## config.mk

```make
export PLATFORM = sky130hd
export DESIGN_NAME = scan_hex
export DESIGN_NICKNAME = d
export VERILOG_FILES = /design/src/rtl/scan_hex.sv
export SDC_FILE = /design/constraint.sdc
export NUM_CORES = 1
export LEC_CHECK = 0
export CAP_MARGIN = 25
export CORE_AREA = 5 5 72 74
export CTS_CLUSTER_DIAMETER = 60
export DETAILED_ROUTE_END_ITERATION = 10
export DIE_AREA = 0 0 77 79
export GPL_TIMING_DRIVEN = 1
export PLACE_DENSITY_LB_ADDON = 0.25
export SKIP_LAST_GASP = 1
export SLEW_MARGIN = 10
export SYNTH_ARGS = -nofsm -noshare
export SYNTH_HDL_FRONTEND = slang
export SYNTH_SLANG_ARGS = --single-unit
```

## constraint.sdc

```tcl
create_clock -name clk -period 3.94 [get_ports clk]
set_input_delay 0.394 -clock clk [delete_from_list [all_inputs] [get_ports clk]]
set_output_delay 0.394 -clock clk [all_outputs]
set_load 0.02 [all_outputs]
```

## src/rtl/scan_hex.sv

```systemverilog
// rtl/scan_hex.sv - UART-side scanner returning a raw byte or a parsed hex word over req/ack
module scan_hex #(
    parameter int DIGITS = 8
) (
    input  logic        clk,
    input  logic        rst,
    input  logic        req_rx,
    input  logic        type_rx,
    output logic        ack_rx,
    output logic [31:0] din_rx,
    output logic        err_rx,
    input  logic [7:0]  d_rx,
    input  logic        vld_rx,
    output logic        rdy_rx
);

    localparam int CW = $clog2(DIGITS + 1);
    localparam logic [CW-1:0] MAX_CNT = CW'(DIGITS);

    typedef enum logic [1:0] {
        IDLE   = 2'd0,
        RECV   = 2'd1,
        DECODE = 2'd2,
        DONE   = 2'd3
    } state_t;

    state_t          state, state_nxt;
    logic [7:0]      char_q, char_nxt;
    logic [31:0]     din_nxt;
    logic            err_nxt;
    logic [CW-1:0]   count, count_nxt;
    logic            type_q, type_nxt;

    logic            is_hex;
    logic            is_term;
    logic [3:0]      nibble;

    // Handshake outputs come straight from the state register.
    assign rdy_rx = (state == RECV);
    assign ack_rx = (state == DONE);

    // Character classification of the latched byte.
    always_comb begin
        is_hex  = 1'b0;
        is_term = 1'b0;
        nibble  = 4'h0;
        if (char_q >= 8'h30 && char_q <= 8'h39) begin
            is_hex = 1'b1;
            nibble = char_q[3:0];
        end else if ((char_q >= 8'h41 && char_q <= 8'h46) ||
                     (char_q >= 8'h61 && char_q <= 8'h66)) begin
            is_hex = 1'b1;
            nibble = 4'(char_q[3:0] + 4'd9);
        end else if (char_q == 8'h20 || char_q == 8'h0D) begin
            is_term = 1'b1;
        end
    end

    always_ff @(posedge clk) begin
        if (rst) begin
            state  <= IDLE;
            char_q <= 8'h00;
            din_rx <= 32'h0;
            err_rx <= 1'b0;
            count  <= '0;
            type_q <= 1'b0;
        end else begin
            state  <= state_nxt;
            char_q <= char_nxt;
            din_rx <= din_nxt;
            err_rx <= err_nxt;
            count  <= count_nxt;
            type_q <= type_nxt;
        end
    end

    always_comb begin
        state_nxt = state;
        char_nxt  = char_q;
        din_nxt   = din_rx;
        err_nxt   = err_rx;
        count_nxt = count;
        type_nxt  = type_q;
        case (state)
            IDLE: begin
                if (req_rx) begin
                    type_nxt  = type_rx;
                    din_nxt   = 32'h0;
                    err_nxt   = 1'b0;
                    count_nxt = '0;
                    state_nxt = RECV;
                end
            end
            RECV: begin
                if (vld_rx) begin
                    char_nxt  = d_rx;
                    state_nxt = DECODE;
                end
            end
            DECODE: begin
                if (!type_q) begin
                    din_nxt   = {24'h0, char_q};
                    state_nxt = DONE;
                end else if (is_hex) begin
                    if (count < MAX_CNT) begin
                        din_nxt   = {din_rx[27:0], nibble};
                        count_nxt = count + 1'b1;
                        state_nxt = RECV;
                    end else begin
                        err_nxt   = 1'b1;
                        state_nxt = DONE;
                    end
                end else if (is_term) begin
                    // Whitespace before the first digit is skipped.
                    state_nxt = (count == '0) ? RECV : DONE;
                end else begin
                    err_nxt   = 1'b1;
                    state_nxt = DONE;
                end
            end
            DONE: begin
                if (!req_rx) begin
                    state_nxt = IDLE;
                end
            end
            default: state_nxt = IDLE;
        endcase
    end

endmodule

```

# Word-level counts from Yosys, hierarchy flattened
# Cells that the tools add are included.
# op_classes
n_eq_ne,15
magnitude_cmp,7
reduce_logical,14
n_mux,32
addsub,2
# op_table
cell,n
32-bit 2-to-1 mux,4
32-bit case mux with 2 select lines,1
4-bit 2-to-1 mux,6
8-bit by 7-bit >= comparator with 1-bit output (second input constant),2
8-bit by 7-bit less-or-equal comparator with 1-bit output (second input constant),2
2-bit 2-to-1 mux,8
2-bit != test (second input constant),6
3-bit != test (second input constant),4
1-bit 2-to-1 mux,10
5-bit AND reduction,2
8-bit by 4-bit equality test with 1-bit output (second input constant),1
8-bit by 6-bit equality test with 1-bit output (second input constant),1
8-bit by 6-bit >= comparator with 1-bit output (second input constant),1
8-bit by 6-bit less-or-equal comparator with 1-bit output (second input constant),1
2-bit case mux with 4 select lines,1
4-bit case mux with 2 select lines,1
4-bit by 1-bit adder with 4-bit output (second input constant),1
4-bit adder (second input constant),1
2-bit equality test (second input constant),2
4-bit zero test,1
4-bit < comparator (second input constant),1
2-bit AND reduction,2
4-bit AND reduction,1
1-bit logical AND,3
other kinds (6),7
# totals
wordCells,76
inputBits,13
regBits,48
out_inout_bits,35

# Depth between registers and ports, before layout
# logic_depth
depth_word,9
mapped_depth,9
depth_no_buf,7

# Worst setup path after synthesis
# OpenSTA, ideal clock, no wires.
# synth_path
path_kind,register to register
start,register char_q[1]
end,register din_rx[21]
setup_time_ns,0.065
synth_period_minus_slack_ns,2.111
t_arrival_ns,2.046
path_stages_with_launch,9
slack_ns,1.829
t_required_ns,3.875
cell_sequence,dfxtp_1 -> inv_1 -> ha_1 -> nor3b_1 -> nor4_2 -> o31ai_2 -> clkbuf_1 -> a22oi_1 -> nor2_1
# synth_between
elab_chain_len,7
# synth_lines
item,line_no,rtl
start: declaration,28,"logic [7:0] char_q, char_nxt;"
start signal: assignment,69,char_q <= char_nxt;
"8-bit by 7-bit >= comparator with 1-bit output, or another cell as far along",50,end else if ((char_q >= 8'h41 && char_q <= 8'h46) ||
1-bit logical AND (on tied branches),"50, 51",
1-bit logical OR,50,
1-bit 2-to-1 mux,50,
1-bit 2-to-1 mux (*),47,if (char_q >= 8'h30 && char_q <= 8'h39) begin
3-bit != test (no source line) (*),n/a,
4-bit AND reduction (no source line) (*),n/a,
end signal: assignment,70,din_rx <= din_nxt;
end: declaration,10,"output logic [31:0] din_rx,"
# Mark *: on every way between the ends. The rest lies on a longest branch, timed or not.
# A chain may end at the register's enable or synchronous reset.

# Final worst setup path
# layout_path
start,register char_q[3]
end,register din_rx[30]
# The elaborated chain is that of the path after synthesis.

==> results.json <==
{
  "ctsResizeCount": 0,
  "p_leak_nw": 0.904,
  "synth_edf_count": 0,
  "synth_warnings": 0,
  "cts_made_buffers": 5,
  "die-width_um": 77,
  "cts_setup_buffers": 0,
  "io_buffers": 47,
  "r2r_start": "char_q[3]",
  "critPathLaunch": "char_q[3]",
  "path_class": "reg2reg",
  "post-dp-hpwl_mm": 3.41,
  "p_per_area_nw_per_um2": 354,
  "maxCapViolCount": 0,
  "postRouteAntennaNets": 0,
  "start_kind": "flop",
  "r2r_cells": 5,
  "synth_cell_types": 44,
  "via_count": 1864,
  "rsz0062_at_grt": "no",
  "core_area_sq_um": 4540,
  "worst_ep_required_time_ns": 4.17,
  "cts_tree": "done",
  "drtPass1Iterations": 4,
  "post_drt_wl_per_cell_um": 14.7,
  "hold_viol_final": 0,
  "drive_above_1_share_pct": 5.80,
  "post-route-period-util_pct": 67.5,
  "relSlewSlack_pct": 38.7,
  "ys_async_sr_fraction_pct": 0,
  "crit_fanout": 24,
  "core.rowCount": 25,
  "arrival_ns": 2.89,
  "ir_drop_v": 0.000170,
  "track_usage_pct": 16.4,
  "drc": 0,
  "cts-root-buf": "clkbuf_8",
  "max_slew.worst_pin.slew_ns": 0.917,
  "cts_max_level": 2,
  "netlist_area_sq_um": 2120,
  "cts.sink_count": 48,
  "setup_tns_ns": 0,
  "max_freq_mhz": 376,
  "grt_pass1_vias": 1742,
  "drtIter0Drc": 129,
  "ys_seq_area_share_pct": 45.4,
  "grt_pass1_wl_mm": 8.14,
  "final_nets": 294,
  "finalClockSkew_ns": 0.0103,
  "synth_fp_nets": 252,
  "start_util_pct": 46.7,
  "path_clk_slew_ns": 0.09,
  "worstHoldPathCells": 1,
  "seq_area_sq_um": 961,
  "cts.hold.buffers_added": 0,
  "areaGrowthSynthToFinish_pct": 28.3,
  "ios": 48,
  "hold_class": "reg2reg",
  "overflow": 0,
  "end_kind": "flop",
  "vias_per_cell": 5.65,
  "ys_ff_latch": 48,
  "grt_start_max_net_pins": 37,
  "dieArea_sq_um": 6080,
  "gp_congestion": 0.796,
  "min_period_ns": 2.66,
  "synth_flop_cell": "dfxtp_1",
  "avgSynthCellArea_sq_um": 9.09,
  "fill_cells": 403,
  "wirelength_mm": 4.85,
  "maxSlewViolCount": 0,
  "worstHoldStart": "err_rx",
  "stdcell_count": 330,
  "die_h_um": 79,
  "setup_viol": 0,
  "antenna_cells": 0,
  "placed_cells": 322,
  "cts_buffer_depth": 2,
  "multi_input_area_sq_um": 1050,
  "clk_latency_ns": 0.31,
  "layout_commonest_cell": "dfxtp_1",
  "antenna_found_initial": 0,
  "synthCells": 233,
  "final_cell_mix": "48 x dfxtp_1, 47 x clkdlybuf4s50_1, 26 x nor2_1",
  "status": "finished clean"
}
[kinds of logic after synthesis]
| logic type | Yosys count | share of synthesized area [%] |
|---|---|---|
| XOR/XNOR | 1 | 0.414 |
| flip-flops | 48 | 45.4 |
| AO/OA/AOI/OAI | 67 | 23.5 |
| multiplexers | 6 | 2.84 |
| AND/OR/NAND/NOR | 80 | 18.7 |
| adder cells (fa/ha/maj) | 6 | 3.54 |
| buffers and inverters | 25 | 5.61 |
[synthesized netlist by cell type (all sizes together) (3+ instances only)]
cell	number	area, sq um
dfxtp	48	961
nor2	26	97.6
a22oi	21	158
nand2	16	60.1
nand3	16	80.1
a21oi	15	75.1
inv	11	41.3
clkbuf	8	30.0
o31ai	7	57.6
buf	6	47.5
ha	6	75.1
mux2i	6	60.1
nor3	6	30.0
a32o	4	40.0
a211oi	3	35.0
nand4	3	18.8
o21ai	3	15.0
[cell type report]
cell class | count | share of cell area, %
multi-input combinational | 160 | 38.5
clock buffer | 5 | 2.53
tap | 54 | 2.49
sequential | 48 | 35.4
timing repair buffer | 49 | 17.9
inverter | 11 | 1.52
clock inverter | 3 | 1.70
[critical path, cell delays in order (launching register included)]
cell	delay, ns
dfxtp_1	0.40
or4b_4	0.57
or3_1	0.51
a211oi_4	0.83
a22oi_1	0.14
nor2_1	0.15
[flip-flops by register name (all words and copies together), names as in the netlist]
register	count
char_q	8
count	4
din_rx	32
err_rx	1
state	2
type_q	1
[metrics by stage]
stage          util (%)  hold WS, ns  instance area (sq um)  power (W)  setup slack (ns)
2_1_floorplan         -        0.462                   2120   0.000575              1.83
3_3_place_gp       57.4        0.450                   2600   0.000608              1.35
3_5_place_dp       57.4        0.467                   2600   0.000609              1.28
4_1_cts            59.9        0.495                   2720   0.000969              1.26
5_1_grt            59.9        0.524                   2720    0.00100              1.02
6_report           59.9        0.487                   2720   0.000963              1.28
[final timing paths]
| check | to | slack, ns |
|---|---|---|
| hold reg to reg | err_rx | 0.49 |
| hold / removal | err_rx | 0.49 |
| setup reg to reg | din_rx[30] | 1.28 |
| setup / recovery | din_rx[30] | 1.28 |
[layer usage]
metal  vias to the layer above  track usage (%)  wire [um]
met2                        36             27.9       2300
met3                         4             5.10        243
met1                       889             19.3       2240
met4                         0             5.84         66
li1                        935                -          -
met5                         -                0          0
[power by group]
group	internal [W]	total (W)	switching [W]
Sequential	0.000492	0.000505	0.0000134
Clock	0.000191	0.000365	0.000174
Combinational	0.0000355	0.0000932	0.0000577
Total	0.000719	0.000963	0.000245
Power figures use the tool's default switching activity.
